### src/rtl/fifo_wr_arbiter_if.sv
// -----------------------------------------------------------------------------
// fifo_wr_arbiter_if
//   Bundles the requester-side handshake, the FIFO write-port handshake and the
//   arbiter status outputs into one interface.
//
//   Signals:
//     req_valid       [NUM_REQ]             per-requester word valid
//     req_data        [NUM_REQ*FIFO_WIDTH]  packed request data, requester i at
//                                           [i*FIFO_WIDTH +: FIFO_WIDTH]
//     req_ready       [NUM_REQ]             per-requester accept (combinational)
//     fifo_wr_en                            FIFO write enable (registered)
//     fifo_data_in    [FIFO_WIDTH]          FIFO write data (registered)
//     fifo_full                             FIFO full
//     fifo_almostfull                       FIFO has exactly one free slot
//     fifo_wr_ack                           write accepted, one cycle after wr_en
//     fifo_overflow                         write rejected, one cycle after wr_en
//     grant_id        [GRANT_W]             current owner, valid while busy
//     busy                                  arbiter is in a burst
//     ack_err                               one-cycle write-check error pulse
//
//   Modports:
//     master : the arbiter (drives ready, FIFO write port and status)
//     slave  : the environment (requesters + FIFO)
// -----------------------------------------------------------------------------
interface fifo_wr_arbiter_if #(
   parameter int NUM_REQ    = 4,
   parameter int FIFO_WIDTH = 16
);
   localparam int GRANT_W = (NUM_REQ > 1) ? $clog2(NUM_REQ) : 1;

   logic [NUM_REQ-1:0]            req_valid;
   logic [NUM_REQ*FIFO_WIDTH-1:0] req_data;
   logic [NUM_REQ-1:0]            req_ready;
   logic                          fifo_wr_en;
   logic [FIFO_WIDTH-1:0]         fifo_data_in;
   logic                          fifo_full;
   logic                          fifo_almostfull;
   logic                          fifo_wr_ack;
   logic                          fifo_overflow;
   logic [GRANT_W-1:0]            grant_id;
   logic                          busy;
   logic                          ack_err;

   modport master (
      input  req_valid,
      input  req_data,
      output req_ready,
      output fifo_wr_en,
      output fifo_data_in,
      input  fifo_full,
      input  fifo_almostfull,
      input  fifo_wr_ack,
      input  fifo_overflow,
      output grant_id,
      output busy,
      output ack_err
   );

   modport slave (
      output req_valid,
      output req_data,
      input  req_ready,
      input  fifo_wr_en,
      input  fifo_data_in,
      output fifo_full,
      output fifo_almostfull,
      output fifo_wr_ack,
      output fifo_overflow,
      input  grant_id,
      input  busy,
      input  ack_err
   );
endinterface

### src/rtl/fifo_wr_arbiter.sv
// -----------------------------------------------------------------------------
// fifo_wr_arbiter
//   Shares the write port of a single FIFO between NUM_REQ producers.
//   Round-robin arbitration with burst locking: the granted requester owns the
//   FIFO for up to MAX_BURST consecutive words, then must re-arbitrate.
//   Writes are throttled on full/almostfull so the FIFO never overflows, and
//   every issued write is checked against wr_ack/overflow.
//
//   Ports:
//     clk, rst     clock, asynchronous active-high reset
//     bus          fifo_wr_arbiter_if.master (requester + FIFO write handshake,
//                  grant_id / busy / ack_err status)
//
//   Optional build macro FIFO_WR_ARB_STATS_EN adds:
//     ack_err_cnt [7:0]            saturating count of ack_err pulses
//     burst_cnt   [NUM_REQ*8-1:0]  8-bit wrapping grant counter per requester
// -----------------------------------------------------------------------------
module fifo_wr_arbiter #(
   parameter int NUM_REQ    = 4,
   parameter int FIFO_WIDTH = 16,
   parameter int MAX_BURST  = 4
) (
   input  logic                     clk,
   input  logic                     rst,
   fifo_wr_arbiter_if.master        bus
`ifdef FIFO_WR_ARB_STATS_EN
   ,
   output logic [7:0]               ack_err_cnt,
   output logic [NUM_REQ*8-1:0]     burst_cnt
`endif
);

   localparam int GRANT_W = (NUM_REQ > 1) ? $clog2(NUM_REQ) : 1;
   localparam int BEAT_W  = 4;

   typedef enum logic {
      IDLE  = 1'b0,
      BURST = 1'b1
   } state_t;

   state_t                state_q, state_d;
   logic [GRANT_W-1:0]    grant_q, grant_d;
   logic [GRANT_W-1:0]    last_q, last_d;
   logic [GRANT_W-1:0]    pick;
   logic [BEAT_W-1:0]     beat_q, beat_d;
   logic                  wr_en_q, wr_en_d;
   logic [FIFO_WIDTH-1:0] data_q, data_d;
   logic                  expect_q;
   logic                  ack_err_q;
   logic                  ack_err_now;
   logic                  can_write;
   logic                  own_valid;
   logic [FIFO_WIDTH-1:0] own_data;
   logic                  xfer;
   logic                  last_beat;
   logic [NUM_REQ-1:0]    ready;

   // Round-robin pick: first valid requester after 'last', wrapping.
   // Scanning from the farthest candidate to the nearest lets the nearest
   // valid requester overwrite the result.
   function automatic logic [GRANT_W-1:0] rr_pick(
      input logic [NUM_REQ-1:0] valid,
      input logic [GRANT_W-1:0] last
   );
      logic [GRANT_W-1:0] sel;
      int                 idx;
      sel = last;
      for (int k = NUM_REQ; k >= 1; k--) begin
         idx = (int'(last) + k) % NUM_REQ;
         if (valid[idx]) begin
            sel = GRANT_W'(idx);
         end
      end
      return sel;
   endfunction

   // With a write already in flight, almostfull means that write takes the
   // last free slot, so a new word cannot be admitted this cycle.
   assign can_write = !bus.fifo_full && !(wr_en_q && bus.fifo_almostfull);

   assign pick = rr_pick(bus.req_valid, last_q);

   // Select the owner's valid/data without a variable-width part select.
   always_comb begin
      own_valid = 1'b0;
      own_data  = '0;
      for (int i = 0; i < NUM_REQ; i++) begin
         if (grant_q == GRANT_W'(i)) begin
            own_valid = bus.req_valid[i];
            own_data  = bus.req_data[i*FIFO_WIDTH +: FIFO_WIDTH];
         end
      end
   end

   assign xfer      = (state_q == BURST) && own_valid && can_write;
   assign last_beat = (beat_q == BEAT_W'(MAX_BURST - 1));

   // Only the owner sees ready, and only while the FIFO can take a word.
   always_comb begin
      ready = '0;
      if (state_q == BURST) begin
         for (int i = 0; i < NUM_REQ; i++) begin
            ready[i] = (grant_q == GRANT_W'(i)) && can_write;
         end
      end
   end

   // Next-state / datapath decode.
   always_comb begin
      state_d = state_q;
      grant_d = grant_q;
      last_d  = last_q;
      beat_d  = beat_q;
      wr_en_d = 1'b0;
      data_d  = data_q;
      case (state_q)
         IDLE: begin
            if (|bus.req_valid) begin
               state_d = BURST;
               grant_d = pick;
               beat_d  = '0;
            end
         end
         BURST: begin
            if (xfer) begin
               wr_en_d = 1'b1;
               data_d  = own_data;
               beat_d  = beat_q + 1'b1;
            end
            // A stall (can_write low) never ends the burst; a released owner
            // is only noticed once the FIFO could have taken a word again.
            if ((!own_valid && can_write) || (xfer && last_beat)) begin
               state_d = IDLE;
               last_d  = grant_q;
            end
         end
         default: begin
            state_d = IDLE;
         end
      endcase
   end

   // Stage p0 -> p1: arbitration state and registered FIFO write port.
   always_ff @(posedge clk or posedge rst) begin
      if (rst) begin
         state_q <= IDLE;
         grant_q <= '0;
         last_q  <= GRANT_W'(NUM_REQ - 1);
         beat_q  <= '0;
         wr_en_q <= 1'b0;
         data_q  <= '0;
      end else begin
         state_q <= state_d;
         grant_q <= grant_d;
         last_q  <= last_d;
         beat_q  <= beat_d;
         wr_en_q <= wr_en_d;
         data_q  <= data_d;
      end
   end

   // Any disagreement between what was issued last cycle and what the FIFO
   // reports, plus any overflow at all, is an error.
   assign ack_err_now = (expect_q ^ bus.fifo_wr_ack) || bus.fifo_overflow;

   // Stage p1 -> p2: write-check pipeline.
   always_ff @(posedge clk or posedge rst) begin
      if (rst) begin
         expect_q  <= 1'b0;
         ack_err_q <= 1'b0;
      end else begin
         expect_q  <= wr_en_q;
         ack_err_q <= ack_err_now;
      end
   end

   assign bus.req_ready    = ready;
   assign bus.fifo_wr_en   = wr_en_q;
   assign bus.fifo_data_in = data_q;
   assign bus.grant_id     = grant_q;
   assign bus.busy         = (state_q == BURST);
   assign bus.ack_err      = ack_err_q;

`ifdef FIFO_WR_ARB_STATS_EN
   logic grant_evt;

   assign grant_evt = (state_q == IDLE) && (|bus.req_valid);

   always_ff @(posedge clk or posedge rst) begin
      if (rst) begin
         ack_err_cnt <= '0;
      end else if (ack_err_q && (ack_err_cnt != 8'hFF)) begin
         ack_err_cnt <= ack_err_cnt + 8'd1;
      end
   end

   always_ff @(posedge clk or posedge rst) begin
      if (rst) begin
         burst_cnt <= '0;
      end else if (grant_evt) begin
         for (int i = 0; i < NUM_REQ; i++) begin
            if (pick == GRANT_W'(i)) begin
               burst_cnt[i*8 +: 8] <= burst_cnt[i*8 +: 8] + 8'd1;
            end
         end
      end
   end
`endif

endmodule
### src/flat_wrapper.sv
// flat-port wrapper written by rule: the top's interface ports become plain ports
module fifo_wr_arbiter_flat 
#(
   parameter int NUM_REQ    = 4,
   parameter int FIFO_WIDTH = 16,
   parameter int MAX_BURST  = 4
)
  (clk, rst, bus_req_valid, bus_req_data, bus_req_ready, bus_fifo_wr_en, bus_fifo_data_in, bus_fifo_full, bus_fifo_almostfull, bus_fifo_wr_ack, bus_fifo_overflow, bus_grant_id, bus_busy, bus_ack_err);
  fifo_wr_arbiter_if #(.NUM_REQ(NUM_REQ), .FIFO_WIDTH(FIFO_WIDTH)) bus_i ();
  input  logic clk;
  input  logic rst;
  input wire logic [$bits(bus_i.req_valid)-1:0] bus_req_valid;
  input wire logic [$bits(bus_i.req_data)-1:0] bus_req_data;
  output wire logic [$bits(bus_i.req_ready)-1:0] bus_req_ready;
  output wire logic [$bits(bus_i.fifo_wr_en)-1:0] bus_fifo_wr_en;
  output wire logic [$bits(bus_i.fifo_data_in)-1:0] bus_fifo_data_in;
  input wire logic [$bits(bus_i.fifo_full)-1:0] bus_fifo_full;
  input wire logic [$bits(bus_i.fifo_almostfull)-1:0] bus_fifo_almostfull;
  input wire logic [$bits(bus_i.fifo_wr_ack)-1:0] bus_fifo_wr_ack;
  input wire logic [$bits(bus_i.fifo_overflow)-1:0] bus_fifo_overflow;
  output wire logic [$bits(bus_i.grant_id)-1:0] bus_grant_id;
  output wire logic [$bits(bus_i.busy)-1:0] bus_busy;
  output wire logic [$bits(bus_i.ack_err)-1:0] bus_ack_err;
  assign bus_i.req_valid = bus_req_valid;
  assign bus_i.req_data = bus_req_data;
  assign bus_req_ready = bus_i.req_ready;
  assign bus_fifo_wr_en = bus_i.fifo_wr_en;
  assign bus_fifo_data_in = bus_i.fifo_data_in;
  assign bus_i.fifo_full = bus_fifo_full;
  assign bus_i.fifo_almostfull = bus_fifo_almostfull;
  assign bus_i.fifo_wr_ack = bus_fifo_wr_ack;
  assign bus_i.fifo_overflow = bus_fifo_overflow;
  assign bus_grant_id = bus_i.grant_id;
  assign bus_busy = bus_i.busy;
  assign bus_ack_err = bus_i.ack_err;
  fifo_wr_arbiter #(.NUM_REQ(NUM_REQ), .FIFO_WIDTH(FIFO_WIDTH), .MAX_BURST(MAX_BURST)) u_core (.clk(clk), .rst(rst), .bus(bus_i));
endmodule
### config.mk
export PLATFORM = sky130hd
export DESIGN_NAME = fifo_wr_arbiter_flat
export DESIGN_NICKNAME = d
export VERILOG_FILES = /design/src/rtl/fifo_wr_arbiter_if.sv /design/src/rtl/fifo_wr_arbiter.sv /design/src/flat_wrapper.sv
export SDC_FILE = /design/constraint.sdc
export NUM_CORES = 1
export LEC_CHECK = 0
export BUFFER_PORTS_ARGS = -buffer_cell sky130_fd_sc_hd__buf_2
export CORE_MARGIN = 2
export CORE_UTILIZATION = 39
export CTS_CLUSTER_DIAMETER = 40
export CTS_CLUSTER_SIZE = 30
export DETAILED_ROUTE_END_ITERATION = 8
export GPL_TIMING_DRIVEN = 0
export PLACE_DENSITY = 0.76
export RECOVER_POWER = 100
export SETUP_SLACK_MARGIN = 0.5
export SLEW_MARGIN = 0
export SYNTH_ARGS = -nofsm -noshare
export SYNTH_HDL_FRONTEND = slang
export SYNTH_SLANG_ARGS = --single-unit
### constraint.sdc
create_clock -name clk -period 1.8 [get_ports clk]
set_input_delay 0.36 -clock clk [delete_from_list [all_inputs] [get_ports clk]]
set_output_delay 0.36 -clock clk [all_outputs]
set_load 0.02 [all_outputs]
== Word level (Yosys, flattened, before mapping) ==
Index checks and enable logic that the tools add are counted.
Storage, ports and cells
  output and inout port bits: 25
  logic and storage cells: 87
  bits in registers: 28
Cells by class
  order comparisons: 4
  bitwise gates (word level): 6
  reduce and logical (&&, ||, !) cells: 25
  $add $sub $neg: 5
  equal/unequal tests: 6
  mux-type cells: 33
Operator list (number)
  16-bit 2-to-1 mux: 4
  3-bit by 4-bit < comparator with 1-bit output, second input constant: 4
  1-bit 2-to-1 mux: 16
  4-bit 2-to-1 mux: 3
  1-bit logical AND: 10
  1-bit binary-select mux with 2-bit select: 4
  2-bit 2-to-1 mux: 4
  4-bit one-hot mux with 2 select lines: 1
  2-bit AND reduction: 4
  2-bit OR reduction: 4
  2-bit by 1-bit adder with 2-bit output, second input constant: 2
  2-bit adder, second input constant: 2
  4-bit by 1-bit adder with 4-bit output, second input constant: 1
  1-bit AND, first input constant: 4
  2-bit equality test, second input constant: 2
  4-bit by 2-bit equality test with 1-bit output, second input constant: 1
  4-bit OR reduction: 1
  1-bit logical NOT: 3
  2-bit by 1-bit equality test with 1-bit output, second input constant: 1
  2-bit logical NOT: 1
  1-bit logical OR: 2
  2-bit by 1-bit != test with 1-bit output, second input constant: 1
  2-bit != test, second input constant: 1
  1-bit one-hot mux with 2 select lines: 1
  other kinds (2): 2

== Longest topological paths before layout ==
Gate-level depths: netlist of the first run.
  depth in word-level cells: 11
  mapped depth: 5

== Least setup slack after synthesis of the first run ==
Ideal clock, no wire load.
  kind: reg-to-output
  from: register u_core.grant_q[0] (netlist: u_core.bus.grant_id[0])
  to: output port bus_req_ready[1]
  arrival time: 1.608 ns
  cell stages (with the launch flop): 4
  setup slack: -0.168 ns
  required time: 1.440 ns
  path through: dfrtp_1 > clkbuf_1 > clkbuf_1 > nor3b_1
Between the ends
  longest elaborated chain between the ends: 3
Ends and longest elaborated chain
  from (decl): RTL line fifo_wr_arbiter.sv:42  | logic [GRANT_W-1:0] grant_q, grant_d;
  from (signal assigned): RTL line fifo_wr_arbiter.sv:154  | grant_q <= grant_d;
  2-bit by 1-bit equality test with 1-bit output: RTL line fifo_wr_arbiter.sv:103  | ready[i] = (grant_q == GRANT_W'(i)) && can_write;
  1-bit logical AND: RTL line fifo_wr_arbiter.sv:103
  4-bit 2-to-1 mux: RTL line fifo_wr_arbiter.sv:101  | if (state_q == BURST) begin
  to (decl): RTL line flat_wrapper.sv:14  | output wire logic [$bits(bus_i.req_ready)-1:0] bus_req_ready;
No other way between the ends.

== Worst setup path in the final report of the first run ==
  from: register u_core.grant_q[1] (netlist: u_core.bus.grant_id[1])
  to: register u_core.last_q[0]
Between the ends
  longest elaborated chain between the ends: 10
  elaborated cells between the ends (all ways): 15
  classes of those cells: eq/ne (3); mux (4); reduce/logical (8)
Ends and longest elaborated chain
  2-bit logical NOT: RTL line fifo_wr_arbiter.sv:88  | if (grant_q == GRANT_W'(i)) begin
  1-bit 2-to-1 mux (3 in a row): RTL line fifo_wr_arbiter.sv:88
  1-bit 2-to-1 mux (*): RTL line fifo_wr_arbiter.sv:88
  1-bit logical AND (2 in a row): RTL line fifo_wr_arbiter.sv:95  | assign xfer = (state_q == BURST) && own_valid && can_write;
  1-bit logical AND: RTL line fifo_wr_arbiter.sv:132  | if ((!own_valid && can_write) || (xfer && last_beat)) begin
  1-bit logical OR (*): RTL line fifo_wr_arbiter.sv:132
  2-bit AND reduction (no source line) (*)
  to (signal assigned): RTL line fifo_wr_arbiter.sv:148  | last_q <= GRANT_W'(NUM_REQ - 1);
  to (signal assigned): RTL line fifo_wr_arbiter.sv:155  | last_q <= last_d;
  to (decl): RTL line fifo_wr_arbiter.sv:43  | logic [GRANT_W-1:0] last_q, last_d;
Every way passes the cells marked *; elsewhere a longest branch is shown, timed or not.
A chain may end at the register's enable or synchronous reset.

==> results.py, run 1 <==
metrics = {
    "outcome": {
        "status": "finished, violations left",
        "violations": "setup timing",
    },
    "floorplan": {
        "core-area_um2": 4090,
        "dieHeight_um": 69.8,
        "io_pins": 99,
        "start_util_pct": 41.3,
        "die_w_um": 69.8,
        "placementRows": 23,
        "dieArea_um2": 4870,
    },
    "final_layout": {
        "stdcell_count": 303,
        "multi_input_area_um2": 1060,
        "diodes": 0,
        "drive_gt1_share_pct": 70.4,
        "fin_nets": 329,
        "area_growth_pct": 71.5,
        "final_util_pct": 70.9,
        "fill_cells": 272,
        "postLayoutCellArea_um2": 2900,
        "seqCellArea_um2": 707,
    },
    "clocking": {
        "clock_sinks": 28,
        "cts_tree": "built",
        "clk_latency_ns": 0.28,
        "hold_buffers": 0,
        "cts-root-buf": "clkbuf_8",
        "clk_pin_slew_ns": 0.10,
        "cts_buffer_depth": 2,
        "htreeDepth": 1,
        "numCtsBuffers": 3,
    },
    "timing": {
        "hold_ws_ns": 0.275,
        "setup_viol": 7,
        "maxSlewHeadroom_pct": 18.8,
        "final_hold_viol_count": 0,
        "fin_crit_ns": 1.85,
        "rsz0062_at_grt": "yes",
        "clock.fmax_ghz": 0.541,
        "timing.final.ws_setup_ns": -0.0484,
        "drv_slew": 0,
        "worstMarginPinSlew_ns": 1.21,
        "clock_skew_ns": 0.00301,
        "post-route-period-util_pct": 103,
    },
    "worst_setup_path": {
        "path_cells": "mux4_2 > a2111oi_4 > mux2_4",
        "crit_path_end_kind": "flip-flop",
        "crit_path_start_kind": "flip-flop",
        "cp_max_fo": 3,
        "critical_path_class": "flip-flop to flip-flop",
        "crit_arrival_ns": 2.07,
        "worstPathRequired_ns": 2.02,
        "cp_slowest_cell": "mux4_2",
        "cp_slowest_stage_delay_ns": 0.55,
    },
    "power_and_ir_drop": {
        "vdd_drop_max_v": 0.00107,
        "p_seq_share_pct": 23.1,
        "p_int_uw": 3130,
        "comb_power_share_pct": 66.6,
        "pwr-share-clk_pct": 10.3,
        "powerDensity_nw_per_um2": 1680,
        "power_switching_uw": 1730,
        "p_leak_uw": 0.00142,
        "switching_share_pct": 35.6,
    },
    "grt": {
        "grt_pass1_wl_mm": 8.42,
        "use_met1_pct": 26.5,
        "grt_usage_pct": 21.5,
        "grt_most_used_layer": "met2",
        "antenna_found_initial": 0,
        "use_met2_pct": 38.9,
        "grt_start_max_net_pins": 29,
        "first_global_vias": 1770,
        "overflow": 0,
        "met3_usage_pct": 3.49,
    },
    "route": {
        "routed_wl_mm": 5.14,
        "num_vias": 1656,
        "vias_per_cell": 5.47,
        "first_iter_violations": 100,
        "wl_per_cell_um": 17.0,
        "dr.pass1.iters": 4,
        "drc": 0,
        "route.antenna.remaining_nets": 0,
    },
    "placed_design": {
        "place_ws_ns": -0.149,
        "dp_cells": 265,
        "placed_area_um2": 2370,
        "gp_congestion": 0.774,
        "place_hpwl_mm": 3.40,
        "portBuffers": 98,
    },
    "logic_synthesis": {
        "synth_nets": 192,
        "avgSynthCellArea_um2": 14.4,
        "yosysUniqueCellTypes": 40,
        "ys_warn_count": 0,
        "syn_inst": 117,
        "yosysSeqAreaShare_pct": 41.6,
        "ys_seq_elements": 28,
        "syn_area_um2": 1690,
    },
    "min_path": {
        "hp-class": "input pin to flip-flop",
    },
    "job": {
        "maxCapViolCount": 0,
    },
}
==> final timing paths <==
check | from | endpoint | slack, ns | cells after the start
min in group asynchronous | rst | u_core.bus.fifo_data_in[15] | 0.31 | 2
max in group asynchronous | rst | u_core.bus.grant_id[0] | 0.86 | 2
worst min register to register | u_core.beat_q[0] | u_core.beat_q[0] | 0.50 | 1
worst max-delay path | u_core.bus.grant_id[1] | u_core.last_q[0] | -0.05 | 3
worst max register to register | u_core.bus.grant_id[1] | u_core.last_q[0] | -0.05 | 3
worst min-delay path | bus_fifo_overflow | u_core.bus.ack_err | 0.27 | 2
==> timing repair <==
action / CTS / global route
pin swaps: 7 / 3
resized for setup: 38 / 19
buffers inserted: 23 / 8
endpoints found under the setup margin: 29 / 36
cloned: 3 / 0
==> flip-flops by register name, summed over array words and instances, names as in the netlist <==
signal,count
u_core.beat_q,4
u_core.bus.ack_err,1
u_core.bus.busy,1
u_core.bus.fifo_data_in,16
u_core.bus.fifo_wr_en,1
u_core.bus.grant_id,2
u_core.expect_q,1
u_core.last_q,2
==> cells in the final DEF, fill, tap and decap left out, types with 3 or more instances in the layout <==
master / synthesis / final
buf_6: 0 / 20
mux2i_1: 4 / 4
mux4_2: 15 / 15
o21ai_0: 4 / 4
clkbuf_1: 2 / 19
buf_4: 1 / 17
clkbuf_8: 0 / 3
dfrtp_2: 0 / 3
dfrtp_1: 26 / 23
buf_8: 0 / 3
buf_12: 0 / 3
buf_2: 1 / 74
mux2_4: 2 / 18
==> layer usage <==
metal	wire length, um	part of all wire (%)	up-vias
met1	2070	40	832
met4	66	1.3	0
met5	0	0	-
li1	-	-	737
met2	2780	54	76
met3	219	4.3	11
==> cells by family after synthesis <==
group,after synthesis,share of synthesized area (%)
AND/OR/NAND/NOR,26,10.3
multiplexers,39,37.9
buffers and inverters,10,3.11
adder cells (fa/ha/maj),1,0.741
flip-flops,28,41.6
AO/OA/AOI/OAI,12,5.78
XOR/XNOR,1,0.519
==> cells in the mapped netlist, drive strengths merged <==
| master | count | area, um2 |
|---|---|---|
| a2111oi | 1 | 27.5 |
| o31ai | 1 | 7.51 |
| o21ai | 4 | 20.0 |
| nor3b | 3 | 22.5 |
| o41a | 1 | 11.3 |
| a21oi | 3 | 15.0 |
| nor2 | 1 | 3.75 |
| or4 | 1 | 7.51 |
| xnor2 | 1 | 8.76 |
| and3 | 1 | 6.26 |
| nand2b | 2 | 12.5 |
| ha | 1 | 12.5 |
| and2 | 1 | 6.26 |
| mux2 | 18 | 210 |
| inv | 3 | 11.3 |
| dfrtp | 26 | 651 |
| a31o | 1 | 8.76 |
| mux4 | 17 | 390 |
| and3b | 1 | 8.76 |
| buf | 3 | 16.3 |
| dfstp | 2 | 52.6 |
| nand2 | 4 | 15.0 |
| nand3 | 1 | 17.5 |
| nor4 | 1 | 6.26 |
| and4 | 2 | 18.8 |
| or3b | 1 | 8.76 |
| nand4 | 2 | 12.5 |
| a21o | 1 | 7.51 |
| nor3 | 3 | 15.0 |
| dlygate4sd1 | 2 | 17.5 |
| mux2i | 4 | 40.0 |
| clkbuf | 2 | 7.51 |
| nor2b | 2 | 12.5 |
==> per-stage QoR <==
stage | total power, uW | setup TNS [ns]
detailed placement | 3440 | -1.25
global route | 5110 | -0.613
floorplan | 2860 | -0.460
finish | 4860 | -0.220
global placement | 3380 | -1.20
CTS | 4680 | -0.0542
==> layout make-up <==
| class | instances | share of cell area (%) |
|---|---|---|
| multi-input combinational | 79 | 36.6 |
| buffer | 7 | 3.84 |
| clock inverter | 1 | 1.04 |
| sequential | 28 | 24.4 |
| clock buffer | 3 | 1.43 |
| timing repair buffer | 132 | 30.0 |
| inverter | 3 | 0.562 |
| tap | 50 | 2.16 |
==> power by group through the flow <==
stage / registers [uW] / logic (uW) / clock network [uW]
2_1_floorplan: 1400 / 1460 / 0
3_3_place_gp: 1130 / 2250 / 0
3_5_place_dp: 1140 / 2300 / 0
4_1_cts: 1110 / 3070 / 503
5_1_grt: 1160 / 3420 / 533
6_report: 1120 / 3240 / 502
==> worst max-delay path, delay by kind of cell, from the launching register on <==
family,cells,cell delay [ns]
multiplexers,2,0.89
AO/OA/AOI/OAI,1,0.51
flip-flops,1,0.38
(Power assumes the default switching activity.)
==> run 2: changes to the inputs <==
Settings changed: ABC_AREA set to 1, CORE_UTILIZATION 39 to 40, PLACE_DENSITY 0.76 to 0.77.
==> results.py, run 2 <==
metrics = {
    "timing": {
        "final_hold_viol_count": 0,
        "rsz0062_at_grt": "yes",
        "drv_slew": 0,
        "maxSlewHeadroom_pct": 30.4,
        "hold_ws_ns": 0.284,
        "post-route-period-util_pct": 96.8,
        "clock.fmax_ghz": 0.574,
        "fin_crit_ns": 1.74,
        "setup_viol": 0,
        "clock_skew_ns": 0.0137,
        "worstMarginPinSlew_ns": 1.04,
        "tns_ns": 0,
    },
    "worst_setup_path": {
        "r2r_slack_ns": 0.24,
        "cp_max_fo": 5,
        "crit_end": "bus_req_ready[2]",
        "r2r-end": "u_core.beat_q[0]",
        "critical_path_class": "flip-flop to primary output",
        "crit-reg2reg-launch": "u_core.bus.fifo_wr_en",
        "worstPathRequired_ns": 1.44,
        "cp_slowest_stage_delay_ns": 0.42,
        "path_delay_family": "flip-flops",
        "cp_num_cells": 5,
        "crit_path_start_kind": "flip-flop",
        "cp_slowest_cell": "dfrtp_2",
        "crit_start": "u_core.bus.fifo_wr_en",
        "path_buf_inv": 2,
        "crit_arrival_ns": 1.38,
        "path_cells": "a21o_1 > nor2_4 > inv_4 > nor3_4 > buf_6",
        "r2r_cells": 7,
        "crit_path_end_kind": "primary output",
    },
    "route": {
        "wl_per_cell_um": 14.9,
        "num_vias": 2240,
        "route.antenna.remaining_nets": 0,
        "routed_wl_mm": 6.46,
        "drc": 0,
        "vias_per_cell": 5.16,
        "dr.pass1.iters": 4,
        "first_iter_violations": 176,
    },
    "logic_synthesis": {
        "synth.top_cells.by_count": "nand2_1, nand3_1, dfrtp_1",
        "synth_edf_count": 0,
        "yosysSeqAreaShare_pct": 40.5,
        "synth_area_leaders": "dfrtp_1, nand2_1, nand3_1",
        "ys_seq_elements": 28,
        "ys_warn_count": 0,
        "synth_top_area_share_pct": 37.4,
        "synth_nets": 331,
        "avgSynthCellArea_um2": 6.79,
        "yosysMostFrequentCell": "nand2_1",
        "synth_largest_area_cell": "dfrtp_1",
        "yosysUniqueCellTypes": 26,
        "syn_inst": 256,
        "postSynth.asyncResetShare_pct": 100,
        "synthFlopType": "dfrtp_1",
        "syn_area_um2": 1740,
    },
    "floorplan": {
        "die_w_um": 69.9,
        "start_util_pct": 42.5,
        "io_pins": 99,
        "core-area_um2": 4090,
        "placementRows": 23,
        "dieArea_um2": 4890,
        "dieHeight_um": 69.9,
    },
    "final_layout": {
        "layout_common_cells": "buf_2, nand2_1, nand2_2",
        "fin_nets": 460,
        "final_util_pct": 75.6,
        "area_growth_pct": 77.7,
        "largest_reg_flops": 16,
        "stdcell_count": 434,
        "postLayoutCellArea_um2": 3090,
        "fill_cells": 290,
        "final_common_cell": "buf_2",
        "drive_gt1_share_pct": 57.8,
        "diodes": 0,
    },
    "clocking": {
        "clock_sinks": 28,
        "cts_buffer_depth": 2,
        "hold_buffers": 0,
        "clk_latency_ns": 0.28,
        "numCtsBuffers": 3,
        "cts_tree": "built",
        "htreeDepth": 1,
        "cts-root-buf": "clkbuf_8",
        "clk_pin_slew_ns": 0.10,
    },
    "placed_design": {
        "gp_congestion": 0.885,
        "portBuffers": 98,
        "placed_area_um2": 2360,
        "dp_cells": 404,
        "place_hpwl_mm": 3.76,
    },
    "grt": {
        "antenna_found_initial": 0,
        "grt_pass1_wl_mm": 9.46,
        "grt_start_max_net_pins": 29,
        "overflow": 0,
        "first_global_vias": 2127,
        "grt_usage_pct": 23.6,
    },
    "outcome": {
        "status": "finished clean",
    },
    "power_and_ir_drop": {
        "pwr-share-clk_pct": 8.8,
        "power_switching_uw": 2680,
        "p_int_uw": 2900,
        "comb_power_share_pct": 70.3,
        "p_seq_share_pct": 20.9,
        "vdd_drop_max_v": 0.000791,
        "switching_share_pct": 48.0,
        "p_leak_uw": 0.00159,
        "powerDensity_nw_per_um2": 1810,
    },
    "min_path": {
        "hp-class": "input pin to flip-flop",
    },
    "job": {
        "maxCapViolCount": 0,
    },
}
run 2: changes by cell type after synthesis, moves of 4 or more:
cell and delta:
nand3_1 +28, mux2_1 -14, mux2i_1 -4, a21oi_1 +17, o21ai_1 +17, nand2_1 +107, mux4_2 -15, inv_2 +8
nor2_1 +10, inv_1 +4
run 2: how the worst min path moves through the flow:
stage                     slack [ns]                   from  cells past startpoint            endpoint
after floorplan                 0.42                    rst                      1    u_core.beat_q[0]
after global placement          0.39  u_core.bus.fifo_wr_en                      0     u_core.expect_q
after detailed placement        0.40  u_core.bus.fifo_wr_en                      0     u_core.expect_q
after CTS                       0.29      bus_fifo_overflow                      3  u_core.bus.ack_err
after global routing            0.31      bus_fifo_overflow                      3  u_core.bus.ack_err
final                           0.28      bus_fifo_overflow                      3  u_core.bus.ack_err
run 2: metal layers:
metal	track usage [%]	share of wire [%]	vias to the layer above
met3	2.45	6.0	18
met5	0	0	-
met4	8.33	2.5	0
met1	30.6	40	1028
met2	40.7	52	112
li1	-	-	1082
run 2: cells by family after synthesis:
group	Yosys count	synth area share [%]
buffers and inverters	25	7.20
XOR/XNOR	2	1.01
flip-flops	28	40.5
adder cells (fa/ha/maj)	1	0.720
AO/OA/AOI/OAI	41	12.0
AND/OR/NAND/NOR	159	38.6
run 2: per-stage QoR:
stage,total power [uW],setup slack (ns)
floorplan,2960,0.290
detailed placement,3630,0.171
CTS,5050,0.0858
finish,5590,0.0574
global placement,3580,0.176
global route,5940,-0.00472
run 2: worst reg2reg max path, stage by stage, from the launching register on:
cell and delay, ns:
dfrtp_2 0.42, a21o_1 0.20, nor2_4 0.16, inv_4 0.08
buf_4 0.13, a21oi_1 0.28, nor2_1 0.11, a21oi_2 0.12
run 2: power by group through the flow:
stage | sequential (uW) | clock [uW] | combinational [uW]
global placement | 1110 | 0 | 2470
CTS | 1140 | 494 | 3420
finish | 1170 | 494 | 3930
detailed placement | 1120 | 0 | 2510
floorplan | 1360 | 0 | 1600
global route | 1190 | 526 | 4220
run 2: final cells by class:
cell class	instances	area [um2]	area share, %
timing repair buffer	124	776	25.1
tap	50	62.6	2.03
sequential	28	707	22.9
clock buffer	3	41.3	1.34
multi-input combinational	203	1270	41.2
buffer	10	129	4.17
clock inverter	1	30.0	0.972
inverter	15	71.3	2.31
run 2: repair_timing:
| action | 4_1_cts | 5_1_grt |
|---|---|---|
| buffers inserted | 14 | 6 |
| gates cloned | 6 | 0 |
| setup endpoints to repair | 30 | 34 |
| resized for setup | 83 | 54 |
| pin swaps | 38 | 26 |
==> run 3: changes to the inputs <==
Settings changed: ABC_AREA 1 to not set, CAP_MARGIN set to 20, CORE_UTILIZATION 40 to 39, PLACE_DENSITY 0.77 to 0.76, RECOVER_POWER 100 to not set.
==> results.py, run 3 (synthesis results as in run 1) <==
metrics = {
    "final_layout": {
        "fin_nets": 331,
        "diodes": 0,
        "drive_gt1_share_pct": 77.3,
        "layout_common_cells": "buf_2, dfrtp_1, buf_6",
        "final_common_cell": "buf_2",
        "stdcell_count": 305,
        "largest_reg_flops": 16,
        "final_util_pct": 72.5,
        "area_growth_pct": 75.4,
    },
    "timing": {
        "fin_crit_ns": 1.84,
        "worstMarginPinSlew_ns": 0.582,
        "post-route-period-util_pct": 102,
        "maxSlewHeadroom_pct": 60.9,
        "rsz0062_at_grt": "yes",
        "setup_viol": 7,
        "clock_skew_ns": 0.00257,
        "clock.fmax_ghz": 0.543,
        "drv_slew": 0,
        "final_hold_viol_count": 0,
        "tns_ns": -0.200,
        "timing.final.ws_setup_ns": -0.0406,
    },
    "placed_design": {
        "portBuffers": 98,
        "dp_cells": 265,
        "place_hpwl_mm": 3.40,
        "gp_congestion": 0.774,
    },
    "worst_setup_path": {
        "critical_path_class": "flip-flop to flip-flop",
        "path_buf_inv": 0,
        "path_delay_family": "multiplexers",
        "r2r_slack_ns": -0.04,
        "cp_slowest_stage_delay_ns": 0.55,
        "cp_num_cells": 3,
        "crit-reg2reg-launch": "u_core.bus.grant_id[1]",
        "crit_path_start_kind": "flip-flop",
        "path_cells": "mux4_2 > a2111oi_4 > mux2_4",
        "r2r_cells": 3,
        "crit_path_end_kind": "flip-flop",
        "worstPathRequired_ns": 2.02,
        "cp_slowest_cell": "mux4_2",
        "crit_arrival_ns": 2.06,
        "r2r-end": "u_core.last_q[0]",
        "cp_max_fo": 3,
    },
    "clocking": {
        "clk_latency_ns": 0.28,
        "cts_tree": "built",
        "numCtsBuffers": 3,
        "htreeDepth": 1,
        "cts_buffer_depth": 2,
        "clk_pin_slew_ns": 0.10,
        "cts-root-buf": "clkbuf_8",
        "clock_sinks": 28,
    },
    "route": {
        "first_iter_violations": 71,
        "dr.pass1.iters": 4,
        "routed_wl_mm": 5.20,
        "num_vias": 1660,
        "route.antenna.remaining_nets": 0,
        "vias_per_cell": 5.44,
        "wl_per_cell_um": 17.1,
        "drc": 0,
    },
    "power_and_ir_drop": {
        "switching_share_pct": 35.1,
        "p_int_uw": 3200,
        "power_switching_uw": 1730,
        "p_seq_share_pct": 22.6,
        "vdd_drop_max_v": 0.00107,
        "p_leak_uw": 0.00150,
        "pwr-share-clk_pct": 10.2,
        "comb_power_share_pct": 67.1,
        "powerDensity_nw_per_um2": 1670,
    },
    "outcome": {
        "violations": "setup timing",
        "status": "finished, violations left",
    },
    "min_path": {
        "hold_path_startpoint": "bus_fifo_overflow",
        "hold_end": "u_core.bus.ack_err",
        "hold_path_depth": 2,
        "hp-class": "input pin to flip-flop",
    },
    "floorplan": {
        "dieArea_um2": 4870,
        "dieHeight_um": 69.8,
        "placementRows": 23,
        "io_pins": 99,
        "die_w_um": 69.8,
        "core-area_um2": 4090,
        "start_util_pct": 41.3,
    },
    "grt": {
        "grt_usage_pct": 21.5,
        "grt_pass1_wl_mm": 8.42,
        "antenna_found_initial": 0,
        "grt_start_max_net_pins": 29,
        "overflow": 0,
        "first_global_vias": 1770,
    },
    "job": {
        "maxCapViolCount": 0,
    },
}
run 3: changes by cell type in the layout (fill, tap and decap cells not counted), sizes merged, moves of 3 or more:
cell    delta
nand3     -28
buf       +25
inv       -13
nor2      -13
a21oi     -17
clkbuf    -19
mux2      +18
nand2    -109
o21ai     -15
nor3b      +3
mux4      +17
mux2i      +4
run 3: how the worst max path moves through the flow:
stage,startpoint,to,slack [ns]
finish,u_core.bus.grant_id[1],u_core.last_q[0],-0.04
global route,u_core.beat_q[0],u_core.last_q[1],-0.12
CTS,u_core.bus.grant_id[1],u_core.last_q[0],-0.02
detailed placement,bus_req_valid[3],u_core.bus.fifo_data_in[15],-0.15
global placement,bus_req_valid[3],u_core.bus.fifo_data_in[14],-0.14
floorplan,u_core.bus.grant_id[1],u_core.last_q[0],-0.05
run 3: timing repair:
item                       4_1_cts  5_1_grt
pin swaps                        7        3
resized for setup               38       18
hold buffers                     0        1
hold endpoints to repair         0        4
buffers inserted                23        8
cloned                           3        0
setup endpoints to repair       29       33
run 3: area by class of cell:
type	instances	area [um2]
fill	254	1120
multi-input combinational	79	1060
timing repair buffer	134	936
sequential	28	707
buffer	7	111
tap	50	62.6
clock buffer	3	41.3
clock inverter	1	30.0
inverter	3	15.0
run 3: routing by layer:
metal / part of all wire [%] / routed length, um / track usage [%] / vias to the layer above
li1: - / - / - / 745
met1: 40 / 2080 / 26.5 / 840
met2: 55 / 2840 / 38.9 / 70
met3: 4.6 / 238 / 3.49 / 5
met4: 0.81 / 42 / 5.34 / 0
met5: 0 / 0 / 0 / -
run 3: through the flow:
stage | instance area, um2 | power [uW] | hold slack [ns] | setup WS (ns)
after floorplan | 1820 | 2860 | 0.424 | -0.0522
after global placement | 2370 | 3380 | 0.430 | -0.142
after detailed placement | 2370 | 3440 | 0.433 | -0.149
after CTS | 2810 | 4680 | 0.274 | -0.0154
after global routing | 2960 | 5180 | 0.268 | -0.115
final | 2960 | 4930 | 0.271 | -0.0406
run 3: power groups by stage:
stage / Clock (uW) / Combinational [uW] / Sequential (uW)
6_report: 505 / 3310 / 1120
5_1_grt: 531 / 3500 / 1150
4_1_cts: 503 / 3070 / 1110
3_5_place_dp: 0 / 2300 / 1140
3_3_place_gp: 0 / 2250 / 1130
2_1_floorplan: 0 / 1460 / 1400
